==> src/rtl/mem_access_unit.sv <==
`default_nettype none
// ============================================================================
// Module   : mem_access_unit
// Purpose  : Load/store front end between the core memory stage and a
//            word-wide, byte-addressable data RAM. Performs RISC-V LB/LH/LW/
//            LBU/LHU loads with lane extraction and sign/zero extension,
//            SW as a single write, and SB/SH as read-modify-write. Illegal
//            funct3 or misaligned accesses are answered with an error.
// Ports    : clock, reset_n (sync, active-low)
//            req_valid/req_ready/req_we/req_funct3/req_addr/req_wdata - core
//            rsp_valid/rsp_rdata/rsp_err                              - core
//            mem_we/mem_addr/mem_d/mem_q                              - RAM
// Revision : 1.0 - initial release
// ============================================================================
module mem_access_unit #(
    parameter int MEM_DEPTH = 16
) (
    input  logic                 clock,
    input  logic                 reset_n,
    input  logic                 req_valid,
    output logic                 req_ready,
    input  logic                 req_we,
    input  logic [2:0]           req_funct3,
    input  logic [31:0]          req_addr,
    input  logic [31:0]          req_wdata,
    output logic                 rsp_valid,
    output logic [31:0]          rsp_rdata,
    output logic                 rsp_err,
    output logic                 mem_we,
    output logic [MEM_DEPTH-1:0] mem_addr,
    output logic [31:0]          mem_d,
    input  logic [31:0]          mem_q
);

    localparam logic [2:0] c_ST_IDLE   = 3'd0;
    localparam logic [2:0] c_ST_LOAD   = 3'd1;
    localparam logic [2:0] c_ST_STORE  = 3'd2;
    localparam logic [2:0] c_ST_RMW_RD = 3'd3;
    localparam logic [2:0] c_ST_RMW_WR = 3'd4;
    localparam logic [2:0] c_ST_RESP   = 3'd5;
    localparam logic [2:0] c_ST_ERR    = 3'd6;

    logic [2:0]           r_state;
    logic [2:0]           r_funct3;
    logic [1:0]           r_lane;
    logic [15:0]          r_wdata;
    logic                 r_rsp_valid;
    logic                 r_rsp_err;
    logic [31:0]          r_rsp_rdata;
    logic [MEM_DEPTH-1:0] r_mem_addr;
    logic [31:0]          r_mem_d;

    logic        w_legal;
    logic        w_misalign;
    logic [7:0]  w_byte;
    logic [15:0] w_half;
    logic [31:0] w_load;
    logic [31:0] w_merge;

    // Address bits above the RAM size are deliberately ignored (aliasing).
    logic w_unused_addr_hi;
    assign w_unused_addr_hi = &{1'b0, req_addr[31:MEM_DEPTH]};

    assign req_ready = (r_state == c_ST_IDLE) && reset_n;
    // Gating with reset_n keeps the RAM from being written at a reset edge
    // even when reset lands in the middle of a write state.
    assign mem_we    = ((r_state == c_ST_STORE) || (r_state == c_ST_RMW_WR)) && reset_n;
    assign rsp_valid = r_rsp_valid;
    assign rsp_err   = r_rsp_err;
    assign rsp_rdata = r_rsp_rdata;
    assign mem_addr  = r_mem_addr;
    assign mem_d     = r_mem_d;

    always_comb begin
        w_legal = 1'b0;
        if (req_we) begin
            w_legal = (req_funct3 == 3'b000) || (req_funct3 == 3'b001) ||
                      (req_funct3 == 3'b010);
        end else begin
            w_legal = (req_funct3 == 3'b000) || (req_funct3 == 3'b001) ||
                      (req_funct3 == 3'b010) || (req_funct3 == 3'b100) ||
                      (req_funct3 == 3'b101);
        end
        w_misalign = ((req_funct3[1:0] == 2'b01) && req_addr[0]) ||
                     ((req_funct3[1:0] == 2'b10) && (req_addr[1:0] != 2'b00));
    end

    // Lane extraction for loads, from the word currently on mem_q.
    always_comb begin
        w_byte = mem_q[{r_lane, 3'b000} +: 8];
        w_half = r_lane[1] ? mem_q[31:16] : mem_q[15:0];
        case (r_funct3)
            3'b000:  w_load = {{24{w_byte[7]}}, w_byte};
            3'b001:  w_load = {{16{w_half[15]}}, w_half};
            3'b100:  w_load = {24'h000000, w_byte};
            3'b101:  w_load = {16'h0000, w_half};
            default: w_load = mem_q;
        endcase
    end

    // Sub-word store merge: old word with the addressed lane replaced.
    always_comb begin
        w_merge = mem_q;
        if (r_funct3[1:0] == 2'b00) begin
            w_merge[{r_lane, 3'b000} +: 8] = r_wdata[7:0];
        end else begin
            w_merge[{r_lane[1], 4'b0000} +: 16] = r_wdata;
        end
    end

    always_ff @(posedge clock) begin
        if (!reset_n) begin
            r_state     <= c_ST_IDLE;
            r_funct3    <= 3'b000;
            r_lane      <= 2'b00;
            r_wdata     <= 16'h0000;
            r_rsp_valid <= 1'b0;
            r_rsp_err   <= 1'b0;
            r_rsp_rdata <= 32'h0;
            r_mem_addr  <= '0;
            r_mem_d     <= 32'h0;
        end else begin
            r_rsp_valid <= 1'b0;
            r_rsp_err   <= 1'b0;
            case (r_state)
                c_ST_IDLE: begin
                    if (req_valid) begin
                        r_funct3 <= req_funct3;
                        r_lane   <= req_addr[1:0];
                        r_wdata  <= req_wdata[15:0];
                        if (!w_legal || w_misalign) begin
                            // Response is raised on entry so it shows in the ERR cycle.
                            r_state     <= c_ST_ERR;
                            r_rsp_valid <= 1'b1;
                            r_rsp_err   <= 1'b1;
                            r_rsp_rdata <= 32'h0;
                        end else begin
                            r_mem_addr <= {req_addr[MEM_DEPTH-1:2], 2'b00};
                            if (!req_we) begin
                                r_state <= c_ST_LOAD;
                            end else if (req_funct3[1:0] == 2'b10) begin
                                r_state <= c_ST_STORE;
                                r_mem_d <= req_wdata;
                            end else begin
                                r_state <= c_ST_RMW_RD;
                            end
                        end
                    end
                end
                c_ST_LOAD: begin
                    r_rsp_rdata <= w_load;
                    r_rsp_valid <= 1'b1;
                    r_state     <= c_ST_RESP;
                end
                c_ST_STORE: begin
                    r_rsp_rdata <= 32'h0;
                    r_rsp_valid <= 1'b1;
                    r_state     <= c_ST_RESP;
                end
                c_ST_RMW_RD: begin
                    // mem_d doubles as the merge register for the write cycle.
                    r_mem_d <= w_merge;
                    r_state <= c_ST_RMW_WR;
                end
                c_ST_RMW_WR: begin
                    r_rsp_rdata <= 32'h0;
                    r_rsp_valid <= 1'b1;
                    r_state     <= c_ST_RESP;
                end
                default: begin
                    r_state <= c_ST_IDLE;
                end
            endcase
        end
    end

endmodule
`default_nettype wire

==> config.mk <==
export PLATFORM = sky130hd
export DESIGN_NAME = mem_access_unit
export DESIGN_NICKNAME = d
export VERILOG_FILES = /design/src/rtl/mem_access_unit.sv
export SDC_FILE = /design/constraint.sdc
export NUM_CORES = 1
export LEC_CHECK = 0
export ABC_AREA = 1
export CELL_PAD_IN_SITES_DETAIL_PLACEMENT = 0
export CELL_PAD_IN_SITES_GLOBAL_PLACEMENT = 1
export CORE_MARGIN = 2
export CORE_UTILIZATION = 35
export CTS_CLUSTER_SIZE = 20
export DETAILED_ROUTE_END_ITERATION = 12
export PLACE_DENSITY_LB_ADDON = 0.1
export SETUP_SLACK_MARGIN = 0.5
export SLEW_MARGIN = 20
export SYNTH_ARGS = -nofsm -noshare
export SYNTH_HDL_FRONTEND = slang
export SYNTH_SLANG_ARGS = --single-unit
==> constraint.sdc <==
create_clock -name clock -period 5.3 [get_ports clock]
set_input_delay 1.06 -clock clock [delete_from_list [all_inputs] [get_ports clock]]
set_output_delay 1.06 -clock clock [all_outputs]
set_load 0.01 [all_outputs]
==> run metrics, run 1 <==
most frequent cell after synthesis=nand2_1; hold depth=2; pin count of the biggest net entering global routing=between 70 and 80; Arr. time, crit path=2.25 ns; Cells after Synth=1010; Total Nets Final=1238; initial DRC count=528; CTS tree=done; fmax=~300 MHz; CP Cell Sequence=buf_2 -> inv_2 -> buf_4 -> nor2_1 -> clkdlybuf4s50_1; Layout Area Growth over Synthesis=32.8%; die area=0.0187 sq mm; Post-synth EDFFs=0; Power Density=around 490 mW/mm^2; clock tree buffer depth=2; Routed Wire Length=between 20 and 25 mm; ANT nets after route=0; post-CTS resize count=0; post-DP HPWL=approximately 15 mm; die extent in x=137 um; share of cells above drive strength 1=0.0458; setup tns final=0 ns; area of the multi-input gates=approximately 0.0034 sq mm; clk_lat worst skew=around 0.36 ns; Cell variety after synth=31; GRT overflow=0; FF+latch count, synth=104; FF-to-FF setup slack=approximately 2.8 ns; slowest CP cell=clkdlybuf4s50_1; Commonest cells post-synth=nand2_1 (289), nor2_1 (147), nand3_1 (108); Seq pwr share=0.285; startpoint types=input port; Fill cells=1879; Die Span Y=between 100 and 150 um; worst path required time=4.24 ns; largest area contributor in the netlist=dfxtp_1; Psw=1.78 mW; Reg-to-Reg Start=r_lane[1]$_SDFFE_PN0P_; sw frac=0.445; critical path's largest stage delay=0.49 ns; synthesized cell area=0.00616 sq mm; Initial Utilization=0.358; clock sinks=104; sequential cell area fraction in the yosys report=0.338; Worst Reg-to-Reg Cells=10; Hold Crit Class=reg2reg; Slew headroom=0.289; placement row count=48; Worst-Margin Slew=1.06 ns; Num CTS Buffers=9; global-route usage over all layers=0.227; Via-to-Cell Ratio=4.88; DRC=0; Synth Warn #=0; CORE AREA=0.0172 sq mm; vias in the first global route=5866; # port buffers=168; hold path startpoint=rsp_rdata[30]$_SDFFE_PN0P_; max-slew violations=0; max_cap viols=0; Synth top area share=0.338; part of the power in combinational logic=0.523; # setup viols final=0; unrepaired setup endpoints after global routing=no; endpoints failing hold=0; fin util=0.475; CP Capture Type=primary output; fin crit period=3.31 ns; initial antenna violation count=0; status=complete, no violations; Top Ports=187; top post-synthesis cells by area=dfxtp_1 (34%), nand2_1 (18%), nor2_1 (9.0%), nand3_1 (8.8%), a21oi_1 (8.4%); via count=6639; FFs w/ async S/R, synth=0; GPL Wtd Cong=between 0.8 and 0.9; Critical Path Fanout Max=45; Primary FF master, synth=dfxtp_1; crit path kind=in2out; Setup Fix Bufs, Post-CTS=0; antenna cells=0; total power=4.00 mW; Worst-path clk slew=about 0.08 ns; Avg Inst Size Synth=slightly above 6 sq um; worst setup margin=a little under 2 ns; VDD IR max=282 uV; Clock Skews=roughly 0.0052 ns; clock power share=0.193; reg2reg end=mem_d[24]$_SDFFE_PN0P_; Worst Path Buf+Inv=4; dpl ws=1.94 ns; Pre-antenna DRT Iters=5; Top Family by Delay on Critical Path=buffers and inverters; # hold bufs at CTS=0; Register Area=roughly 0.0021 sq mm; Hold EP=rsp_rdata[30]$_SDFFE_PN0P_; first-pass GRT wire length=33.0 mm; htree depth=3; CTS root buf=clkbuf_16; internal power=between 2 and 2.5 mW; fin crit share=0.625; Pleak=3.40 nW; mean routed wirelength per cell=roughly 16 um
-- layout by cell type, fill, tap and decap left out, drive strengths merged --
| master | Yosys | layout |
|---|---|---|
| a211oi | 1 | 1 |
| clkdlybuf4s50 | 0 | 167 |
| clkbuf | 32 | 10 |
| a21oi | 105 | 105 |
| and2 | 1 | 1 |
| ha | 5 | 5 |
| buf | 35 | 8 |
| nand3 | 110 | 110 |
| o21ai | 39 | 39 |
| dfxtp | 104 | 104 |
| a31oi | 1 | 1 |
| conb | 1 | 2 |
| inv | 80 | 83 |
| clkinv | 2 | 2 |
| o211ai | 32 | 32 |
| or2 | 9 | 9 |
| nand4 | 9 | 9 |
| nand2 | 293 | 293 |
| nor2 | 151 | 151 |
| bufinv | 0 | 2 |
| clkinvlp | 0 | 1 |
-- metrics by stage --
stage | area [sq um] | hold slack (ns) | cells
after floorplan | 6170 | 0.453 | 1011
after global placement | 7840 | 0.471 | 1344
after detailed placement | 7840 | 0.474 | 1344
after CTS | 8180 | 0.486 | 1360
after global routing | 8180 | 0.507 | 1360
final | 8180 | 0.484 | 1360
-- sequential cells by signal, summed over array words and instances (netlist names) --
name,flops
mem_d,32
rsp_rdata,32
r_wdata,16
mem_addr,14
r_funct3,3
r_state,3
r_lane,2
rsp_err,1
rsp_valid,1
-- worst min-delay path: cells and delay by family (launching register included) --
kind / cells / cell delay, ns
and+or+nand+nor: 1 / 0.07
DFF: 1 / 0.31
AOI/OAI and AO/OA: 1 / 0.06
-- power by group through the flow --
stage | clock (mW) | sequential (mW) | combinational [mW]
floorplan | 0 | 1.21 | 1.38
global placement | 0 | 1.15 | 2.08
detailed placement | 0 | 1.16 | 2.08
CTS | 0.792 | 1.14 | 2.10
global route | 0.814 | 1.17 | 2.36
finish | 0.772 | 1.14 | 2.09
-- layer usage --
metal	part of all wire	GRT usage
met3	0.077	0.0504
met2	0.42	0.328
met1	0.48	0.338
met5	0	0
met4	0.016	0.0590
-- kinds of logic (layout without fill, tap and decap cells) --
group | count (synthesis) | after routing | share of synthesized area
adder cells (fa/ha/maj) | 5 | 5 | 0.0102
other | 1 | 2 | 0.000609
AO/OA/AOI/OAI | 178 | 178 | 0.159
AND/OR/NAND/NOR | 573 | 573 | 0.388
buffers and inverters | 149 | 273 | 0.104
flip-flops | 104 | 104 | 0.338
-- worst max-delay path by stage --
| stage | from | endpoint | slack, ns | cells after the start |
|---|---|---|---|---|
| global placement | req_valid | mem_addr[7]$_SDFFE_PN0P_ | 1.94 | 6 |
| global route | reset_n | req_ready | 1.90 | 5 |
| detailed placement | req_valid | mem_addr[7]$_SDFFE_PN0P_ | 1.94 | 6 |
| floorplan | reset_n | mem_we | 2.52 | 4 |
| finish | reset_n | req_ready | 1.99 | 5 |
| CTS | reset_n | req_ready | 1.95 | 5 |
-- cell type report --
type,count,share of cell area
multi-input combinational,758,0.421
timing repair buffer,175,0.211
clock buffer,10,0.0292
inverter,82,0.0376
sequential,104,0.255
tap,225,0.0344
clock inverter,6,0.0121
(Power assumes the default switching activity.)
==> inputs of run 2 (changes only) <==
--- a/config.mk
+++ b/config.mk
@@ -9,7 +9,7 @@
 export CELL_PAD_IN_SITES_DETAIL_PLACEMENT = 0
 export CELL_PAD_IN_SITES_GLOBAL_PLACEMENT = 1
 export CORE_MARGIN = 2
-export CORE_UTILIZATION = 35
+export CORE_UTILIZATION = 29
 export CTS_CLUSTER_SIZE = 20
 export DETAILED_ROUTE_END_ITERATION = 12
 export PLACE_DENSITY_LB_ADDON = 0.1
==> constraint.sdc (replaced) <==
create_clock -name clock -period 2.8 [get_ports clock]
set_input_delay 0.56 -clock clock [delete_from_list [all_inputs] [get_ports clock]]
set_output_delay 0.56 -clock clock [all_outputs]
set_load 0.01 [all_outputs]
==> run metrics, run 2 (synthesis results as in run 1) <==
GPL Wtd Cong=0.837 (was 0.883); startpoint types=flop (was input port); post-CTS resize count=0 (unchanged); Arr. time, crit path=1.61 ns (was 2.25 ns); Hold Crit Class=reg2reg (unchanged); # setup viols final=0 (unchanged); setup tns final=0 ns (unchanged); clk_lat worst skew=0.35 ns (was 0.36 ns); worst path required time=2.24 ns (was 4.24 ns); GRT overflow=0 (unchanged); share of cells above drive strength 1=0.0558 (was 0.0458); fin util=0.397 (was 0.475); initial antenna violation count=1 (was 0); total power=7.64 mW (was 4.00 mW); # hold bufs at CTS=0 (unchanged); pin count of the biggest net entering global routing=60 (was 74); antenna cells=0 (unchanged); placement row count=53 (was 48); unrepaired setup endpoints after global routing=no (unchanged); post-DP HPWL=16.5 mm (was 15.1 mm); CTS root buf=clkbuf_16 (unchanged); Routed Wire Length=22.6 mm (was 21.1 mm); Worst Path Buf+Inv=1 (was 4); Pleak=3.46 nW (was 3.40 nW); clock tree buffer depth=2 (unchanged); Clock Skews=0.00710 ns (was 0.00523 ns); endpoints failing hold=0 (unchanged); Pre-antenna DRT Iters=7 (was 5); fin crit period=2.17 ns; Setup Fix Bufs, Post-CTS=0 (unchanged); ANT nets after route=0 (unchanged); vias in the first global route=6114 (was 5866); Via-to-Cell Ratio=4.67 (was 4.88); design area=0.00832 sq mm (was 0.00818 sq mm); Critical Path Fanout Max=6 (was 45); global-route usage over all layers=0.202 (was 0.227); CP Cell Sequence=nor2_2 -> nand2_2 -> nor2_1 -> clkdlybuf4s50_1 (was buf_2 -> inv_2 -> buf_4 -> nor2_1 -> clkdlybuf4s50_1); fin crit share=0.775; mean routed wirelength per cell=15.9 um (was 15.5 um); Initial Utilization=0.294 (was 0.358); slowest CP cell=clkdlybuf4s50_1 (unchanged); VDD IR max=433 uV (was 282 uV); placed cells=1406 (was 1344); max_cap viols=0 (unchanged); Slew headroom=0.566 (was 0.289); Fill cells=2363 (was 1879); Worst-Margin Slew=0.650 ns (was 1.06 ns); crit path kind=reg2out (was in2out); Worst-path clk slew=0.08 ns (about the same); initial DRC count=590 (was 528); dpl ws=0.506 ns (was 1.94 ns); die area=0.0224 sq mm (was 0.0187 sq mm); # port buffers=168 (unchanged); Power Density=919 mW/mm^2 (was 490 mW/mm^2); die extent in x=150 um (was 137 um); fin cells=1422 (was 1360); first-pass GRT wire length=35.2 mm (was 33.0 mm); Die Span Y=150 um (was 137 um); Layout Area Growth over Synthesis=35.0% (was 32.8%); Total Nets Final=1250 (was 1238); CORE AREA=0.0210 sq mm (was 0.0172 sq mm); status=complete, no violations (unchanged); Top Family by Delay on Critical Path=buffers and inverters (unchanged); most frequent cells in the layout=nand2_1 (289), clkdlybuf4s50_1 (167), nor2_1 (147) (unchanged); via count=6640 (was 6639); worst setup margin=0.629 ns (was 1.99 ns); CTS tree=done (unchanged); max-slew violations=0 (unchanged); hold slack=0.484 ns (about the same); htree depth=3 (unchanged); Num CTS Buffers=9 (unchanged); critical path's largest stage delay=0.54 ns (was 0.49 ns); Top Ports=187 (unchanged); fmax=approximately 460 MHz; Area after DPL=0.00801 sq mm (was 0.00784 sq mm); CP Capture Type=primary output (unchanged); DRC=0 (unchanged); clock sinks=104 (unchanged); leading cell type in the layout, fill and taps excluded=nand2_1 (unchanged)
## run 2: cell count changes in the layout (fill, tap and decap cells not counted)
| cell | previous run | this run |
|---|---|---|
| bufinv_16 | 2 | 1 |
| buf_12 | 0 | 1 |
| clkinv_2 | 0 | 1 |
| buf_4 | 7 | 18 |
| clkinvlp_4 | 1 | 0 |
| clkinv_4 | 0 | 1 |
## run 2: worst paths after layout
check,start,endpoint,slack (ns),cells past startpoint
max,r_state[1]$_SDFFE_PN0P_,req_ready,0.63,4
min,rsp_rdata[26]$_SDFFE_PN0P_,rsp_rdata[26]$_SDFFE_PN0P_,0.48,2
max reg2reg,r_funct3[0]$_SDFFE_PN0P_,mem_d[6]$_SDFFE_PN0P_,0.84,8
min reg2reg,rsp_rdata[26]$_SDFFE_PN0P_,rsp_rdata[26]$_SDFFE_PN0P_,0.48,2
## run 2: tightest hold or removal path: cells and delay by family (launching register included)
| kind | cells | cell delay, ns |
|---|---|---|
| DFF | 1 | 0.31 |
| and+or+nand+nor | 1 | 0.07 |
| AOI/OAI and AO/OA | 1 | 0.06 |
## run 2: cell type report
cell class,count,area [sq um],share of cell area
Multi-Input combinational cell,758,3440,0.413
Tap cell,275,344,0.0413
Clock buffer,10,239,0.0287
Inverter,82,308,0.0370
Timing Repair Buffer,187,1830,0.220
Clock inverter,6,75.1,0.00902
Sequential cell,104,2080,0.250
## run 2: power breakdown
group          internal (mW)  leakage [nW]  switching [mW]  total, mW
clock network          0.736         0.157           0.650       1.39
logic                   1.57          2.46            2.53       4.10
registers               1.90         0.849           0.264       2.16
## run 2: per-layer routing
metal	part of all wire	GRT usage
met1	0.49	0.298
met3	0.071	0.0427
met5	0	0
met2	0.42	0.297
met4	0.013	0.0505
==> inputs of run 3 (changes only) <==
--- a/config.mk
+++ b/config.mk
@@ -9,7 +9,7 @@
 export CELL_PAD_IN_SITES_DETAIL_PLACEMENT = 0
 export CELL_PAD_IN_SITES_GLOBAL_PLACEMENT = 1
 export CORE_MARGIN = 2
-export CORE_UTILIZATION = 29
+export CORE_UTILIZATION = 32
 export CTS_CLUSTER_SIZE = 20
 export DETAILED_ROUTE_END_ITERATION = 12
 export PLACE_DENSITY_LB_ADDON = 0.1
==> constraint.sdc (replaced) <==
create_clock -name clock -period 2.22 [get_ports clock]
set_input_delay 0.444 -clock clock [delete_from_list [all_inputs] [get_ports clock]]
set_output_delay 0.444 -clock clock [all_outputs]
set_load 0.01 [all_outputs]
==> run metrics, run 3 (synthesis results as in run 1) <==
worst path required time=1.78 ns (was 2.24 ns); fin crit share=0.764; mean routed wirelength per cell=16.3 um (was 15.9 um); placement row count=50 (was 53); Top Family by Delay on Critical Path=buffers and inverters (unchanged); first-pass GRT wire length=34.4 mm (was 35.2 mm); Initial Utilization=0.327 (was 0.294); Worst Path Buf+Inv=1 (unchanged); Via-to-Cell Ratio=4.76 (was 4.67); reg2reg end=mem_d[23]$_SDFFE_PN0P_ (was mem_d[6]$_SDFFE_PN0P_); Psw=4.78 mW (was 3.44 mW); max_cap viols=0 (unchanged); CP Cell Sequence=clkdlybuf4s50_1 (was nor2_2 -> nand2_2 -> nor2_1 -> clkdlybuf4s50_1); Fill cells=2003 (was 2363); initial DRC count=465 (was 590); max-slew violations=0 (unchanged); share of cells above drive strength 1=0.114 (was 0.0558); placed cells=1405 (was 1406); slowest CP cell=clkdlybuf4s50_1 (unchanged); CORE AREA=0.0188 sq mm (was 0.0210 sq mm); Routed Wire Length=23.5 mm (was 22.6 mm); leading cell type in the layout, fill and taps excluded=nand2_1 (unchanged); Top Ports=187 (unchanged); clock sinks=104 (unchanged); Reg-to-Reg Start=r_state[1]$_SDFFE_PN0P_ (was r_funct3[0]$_SDFFE_PN0P_); critical path's largest stage delay=0.55 ns (was 0.54 ns); Arr. time, crit path=1.25 ns (was 1.61 ns); clk_lat worst skew=0.36 ns (was 0.35 ns); hold path startpoint=reset_n (was rsp_rdata[26]$_SDFFE_PN0P_); hold slack=0.395 ns (was 0.484 ns); # setup viols final=0 (unchanged); Die Span Y=143 um (was 150 um); Pleak=4.10 nW (was 3.46 nW); sw frac=0.441 (was 0.450); die area=0.0204 sq mm (was 0.0224 sq mm); clock tree buffer depth=2 (unchanged); Layout Area Growth over Synthesis=46.3% (was 35.0%); Total Nets Final=1280 (was 1250); initial antenna violation count=0 (was 1); part of the power in combinational logic=0.573 (was 0.536); # hold bufs at CTS=0 (unchanged); setup tns final=0 ns (unchanged); Worst-Margin Slew=0.528 ns (was 0.650 ns); pin count of the biggest net entering global routing=66 (was 60); CTS root buf=clkbuf_16 (unchanged); fmax=about 590 MHz; hold depth=3 (was 2); endpoints failing hold=0 (unchanged); Num CTS Buffers=9 (unchanged); DRC=0 (unchanged); die extent in x=143 um (was 150 um); area of the multi-input gates=0.00364 sq mm (was 0.00344 sq mm); FF-to-FF setup slack=0.59 ns (was 0.84 ns); most frequent cells in the layout=nand2_1 (284), clkdlybuf4s50_1 (140), nor2_1 (137) (was nand2_1 (289), clkdlybuf4s50_1 (167), nor2_1 (147)); startpoint types=flop (unchanged); VDD IR max=571 uV (was 433 uV); fin crit period=1.70 ns; post-DP HPWL=16.3 mm (was 16.5 mm); Worst Reg-to-Reg Cells=10 (was 8); Register Area=0.00209 sq mm (was 0.00208 sq mm); internal power=6.04 mW (was 4.21 mW); Critical Path Fanout Max=2 (was 6); ANT nets after route=0 (unchanged); Power Density=1200 mW/mm^2 (was 919 mW/mm^2); Pre-antenna DRT Iters=5 (was 7); Hold EP=rsp_rdata[3]$_SDFFE_PN0P_ (was rsp_rdata[26]$_SDFFE_PN0P_); Worst Setup SP=rsp_rdata[4]$_SDFFE_PN0P_ (was r_state[1]$_SDFFE_PN0P_); fin cells=1437 (was 1422); GPL Wtd Cong=0.886 (was 0.837); CTS tree=done (unchanged); unrepaired setup endpoints after global routing=yes (was no); via count=6840 (was 6640); Worst-path clk slew=0.08 ns (about the same); htree depth=3 (unchanged); Seq pwr share=0.255 (was 0.283); antenna cells=0 (unchanged); GRT overflow=0 (unchanged); # port buffers=168 (unchanged); clock power share=0.172 (was 0.181); status=complete, no violations (unchanged); crit path kind=reg2out (unchanged); Slew headroom=0.647 (was 0.566); vias in the first global route=6108 (was 6114); CP Capture Type=primary output (unchanged); Hold Crit Class=in2reg (was reg2reg); Clock Skews=0.0112 ns (was 0.00710 ns); global-route usage over all layers=0.216 (was 0.202)
[run 3: layer usage]
layer  vias to the layer above  wire length (um)  track usage
met4                         0               521       0.0698
met2                       206              9920        0.310
met5                         -                 0            0
li1                       3579                 -            -
met1                      3030             11600        0.319
met3                        25              1420       0.0469
[run 3: what timing repair did]
item / in CTS / in global routing
pin swaps: 1 / 22
setup buffers: 1 / 6
resized for setup: 15 / 78
cloned: 0 / 9
setup endpoints to repair: 17 / 93
[run 3: cell type report]
class                   instances  share of cell area
multi-input cells             759               0.403
repair buffers                216               0.255
well taps                     260              0.0361
inverters                      82              0.0359
flip-flops and latches        104               0.232
clock buffers                  10              0.0265
clock inverters                 6              0.0111
[run 3: power groups by stage]
stage               Combinational (mW)  Sequential, mW  Clock [mW]
finish                            6.20            2.76        1.86
CTS                               5.49            2.75        1.90
global route                      6.86            2.82        1.96
floorplan                         3.37            2.89           0
detailed placement                5.44            2.77           0
global placement                  5.42            2.76           0
[run 3: per-stage QoR]
step	worst slack (ns)	area [sq um]	util	total power [mW]
floorplan	0.500	6210	-	6.26
global placement	0.141	8180	0.434	8.19
detailed placement	0.102	8180	0.434	8.21
CTS	0.468	8550	0.454	10.1
global route	0.480	9010	0.479	11.6
finish	0.525	9010	0.479	10.8
[run 3: worst max path at each step]
stage,slack (ns),to,cells past startpoint
4_1_cts,0.47,req_ready,4
3_3_place_gp,0.14,mem_d[20]$_SDFFE_PN0P_,8
6_report,0.52,rsp_rdata[4],1
3_5_place_dp,0.10,mem_d[30]$_SDFFE_PN0P_,9
5_1_grt,0.48,mem_d[21]$_SDFFE_PN0P_,10
2_1_floorplan,0.50,mem_d[24]$_SDFFE_PN0P_,14
==> variant 1, RTL diff (settings of run 1) <==
The parameter `MEM_DEPTH` goes from 16 to 8.
--- a/src/rtl/mem_access_unit.sv
+++ b/src/rtl/mem_access_unit.sv
@@ -13,7 +13,7 @@
 // Revision : 1.0 - initial release
 // ============================================================================
 module mem_access_unit #(
-    parameter int MEM_DEPTH = 16
+    parameter int MEM_DEPTH = 8
 ) (
     input  logic                 clock,
     input  logic                 reset_n,
Interface: changed (resized mem_addr); port bits go from 187 to 179. The function was not compared with the original's and may differ.
==> variant 1 against run 1 <==
  * Sequential share of layout area down 0.56 points
  * Register-to-register slack worse by 0.12 ns
  * Sequential cell count down 8
  * Combinational power about the same
  * Worst setup slack worse by 0.11 ns
  * Core utilization down 0.56 points
  * Design area down 5.6%
  * Synthesized area down 4.9%
  * Routed wire length down 4.9%
  * Total power down 3.5%
==> variant 1: results (changes against run 1) <==
[status]
status = completed

[logic_synthesis]
synth-seq-cells = 96  ; -7.7%
synth_compound_area_share_pct = 14.23  ; -1.7 points
synth.distinct_cells = 32  ; +3.2%
synthTopCellsByCount = nand2_1 (348), nor2_1 (117), a21oi_1 (96), dfxtp_1 (96), nand3_1 (84)
synth_area_leaders = dfxtp_1 (33%), nand2_1 (22%), a21oi_1 (8.2%), nor2_1 (7.5%), nand3_1 (7.2%)
synth_seq_area_share_pct = 32.78  ; -1.0 points

[cells_and_area]
buffer_area_share_pct = 20.48  ; -0.66 points
clockBufferCount = 12  ; +2
fin_nets = 1200  ; -3.1%
drive_gt1_share_pct = 5.287  ; +0.71 points
multi_input_area_share_pct = 43.45  ; +1.4 points
buffers = 160  ; -8.6%
clock_area_share_pct = 4.002  ; -0.13 points
ff_latch_area_sq_mm = 0.001923  ; -7.7%
inv_count = 74  ; -9.8%
area.growth.synth_to_final_pct = 31.71
fillers = 1803  ; -4.0%

[drt]
met3WireLength_um = 1034  ; -36%
vias = 6384  ; -3.8%
drt-initial-drc-count = 465  ; -12%
wl_um = 20100  ; -4.9%
met2_wirelength_um = 8879  ; -0.80%
wl_per_cell_um = 15.26  ; -1.8%
dr.pass1.iters = 6  ; +1

[place]
dp_cells = 1301  ; -3.2%
place_congestion = 0.8783  ; -0.49%
dp_hpwl_um = 14440  ; -4.3%
place_area_sq_mm = 0.007413  ; -5.5%
dp_slack_ns = 1.884  ; -0.05242 ns

[global_route]
grt_pass1_wl_um = 31680  ; -3.9%
grt_use_total_pct = 22.61  ; -0.080 points
grt_max_degree = 65  ; -12%
grt_pass1_vias = 5793  ; -1.2%

[setup_path]
max_stage_delay_ns = 0.54  ; +0.05 ns
endpoint = mem_we
reg2reg_to = mem_d[1]
crit_fanout = 13  ; -71%
rr_startpoint = r_funct3[1]
crit_arrival_ns = 2.36  ; +0.11 ns
rrSetupSlack_ns = 2.68  ; -0.12 ns
rr_worst_depth = 8  ; -2

[floorplanning]
fp.dieArea_sq_mm = 0.01780  ; -4.7%

[power_and_ir_drop]
vdd_drop_max_uv = 448.4  ; +59%
total_power_uw = 3865  ; -3.5%
leakage_uw = 0.003273  ; -3.8%
seq_power_uw = 1080  ; -5%

[min_path]
hold_end = rsp_rdata[8]
hp-start = rsp_rdata[8]

[timing]
finClkSkew_ns = 0.009338  ; +0.004112 ns
fin_crit_ns = 3.423  ; +0.1114 ns
whs_ns = 0.4602  ; -0.02409 ns

[run]
maxCapViolations = 0  ; unchanged

## variant 1: cell count changes after synthesis, sizes merged
cell | before | now
buf | 35 | 34
nor3 | 0 | 1
or2 | 9 | 22
a21oi | 105 | 96
dfxtp | 104 | 96
inv | 80 | 72
nand2 | 293 | 352
clkbuf | 32 | 26
o211ai | 32 | 26
nand3 | 110 | 87
nor2 | 151 | 119
o21ai | 39 | 29
## variant 1: metal layers
metal | vias up | GRT usage (%)
li1 | 3342 | -
met1 | 2827 | 32.24
met2 | 185 | 33.88
met3 | 30 | 3.615
met4 | 0 | 9.456
met5 | - | 0
## variant 1: worst register-to-register path, stage by stage, from the launching register on
cell and delay [ns]:
dfxtp_1 0.61, inv_2 0.35, nand2_2 0.30, buf_4 0.56, o211ai_1 0.21, nand3_1 0.14
nand2_1 0.06, nor2_1 0.19, nor2_1 0.08
==> variant 2, RTL diff (config.mk and constraints of run 1) <==
Without the edit above. Make the reset (`reset_n`) asynchronous in one clocked block.
--- a/src/rtl/mem_access_unit.sv
+++ b/src/rtl/mem_access_unit.sv
@@ -108,7 +108,7 @@
         end
     end
 
-    always_ff @(posedge clock) begin
+    always_ff @(posedge clock or negedge reset_n) begin
         if (!reset_n) begin
             r_state     <= c_ST_IDLE;
             r_funct3    <= 3'b000;
Behaviour: differs if reset_n is asserted again (counterexample within 4 cycles, from zero or initial values and one cycle with reset_n low); with reset_n held inactive, the same outputs for 4 cycles.
==> variant 2 against run 1 <==
  * Count of clock-buffer cells in the layout shrank 1
  * Clock power shrank 8.5%
  * Hold slack lost 0.010 ns
  * Design area grew 1.3%
  * Synthesized area grew 1.6%
  * Routed wire length grew 0.28%
  * Total power grew 16%
  * Global-route usage grew 0.16 points
  * Sequential cell count is the same
  * Worst setup slack lost 0.078 ns
  * Synthesized cell count shrank 9.4%
  * Critical endpoint is now mem_we
  * Largest cell class unchanged
  * Largest power group unchanged
==> variant 2: results (changes against run 1) <==
[logic_synthesis]
synth.distinct_cells = 29  ; -6.5%
synth_fa_ha_area_share_pct = 0.9988  ; -0.016 points
synth_cells = 915  ; -9.4%
synthTopCellsByCount = nand2_1 (352), dfrtp_1 (104), nand3_1 (99)
synth_compound_area_share_pct = 14.22  ; -1.7 points
yosys.area_share.xor_xnor_pct = 0.1398  ; +0.14 points
synth_seq_area_share_pct = 41.55  ; +7.8 points

[power_and_ir_drop]
vdd_drop_max_uv = 256.1  ; -9.3%
leakage_uw = 0.003963  ; +16%

[setup_path]
max_stage_delay_ns = 0.57  ; +0.08 ns
reg2reg_to = rsp_rdata[31]
rr_worst_depth = 7  ; -3
endpoint = mem_we
crit_fanout = 35  ; -22%
rrSetupSlack_ns = 2.60  ; -0.20 ns

[timing]
tightest_slew_ns = 0.9427  ; -0.1221 ns
finClkSkew_ns = 0.005940  ; +0.0007133 ns
timing.final.crit_share_pct = 63.95  ; +1.5 points
whs_ns = 0.4742  ; -0.01008 ns

[min_path]
hp-start = mem_addr[7]
hold_end = mem_addr[7]

[drt]
drt-initial-drc-count = 421  ; -20%
wl_per_cell_um = 16.64  ; +7.1%

[cells_and_area]
drive_gt1_share_pct = 4.389  ; -0.19 points
fin_nets = 1151  ; -7.0%

[global_route]
grt_use_total_pct = 22.85  ; +0.16 points
grt_pass1_wl_um = 33260  ; +0.86%

[place]
dp_hpwl_um = 15160  ; +0.44%
place_congestion = 0.8444  ; -4.3%
dp_slack_ns = 1.850  ; -0.08626 ns

[status]
status = completed

==> variant 2: where the power goes <==
group,leakage (uW),switching (uW),internal [uW],total [uW]
clock network,0.000148,333,372,706
logic,0.00249,1510,1010,2520
registers,0.00132,269,1130,1400
total,0.00396,2120,2510,4630
==> variant 2: layout make-up <==
cell class                      instances  area, sq um  share of cell area (%)
Timing Repair Buffer                  174         1724                   20.82
Multi-Input combinational cell        687         3120                   37.67
Sequential cell                       104         2604                   31.44
Tap cell                              225        281.5                   3.399
Clock buffer                            9        225.2                   2.719
Inverter                               67        251.5                   3.036
Clock inverter                          7        76.32                  0.9215
==> variant 2: per-layer routing <==
layer / share of wire, % / global-route usage, % / routed length [um]
met1: 47 / 32.63 / 10040
met2: 46 / 35.88 / 9771
met4: 1.2 / 5.442 / 244
met5: 0 / 0 / 0
met3: 5.3 / 4.194 / 1129
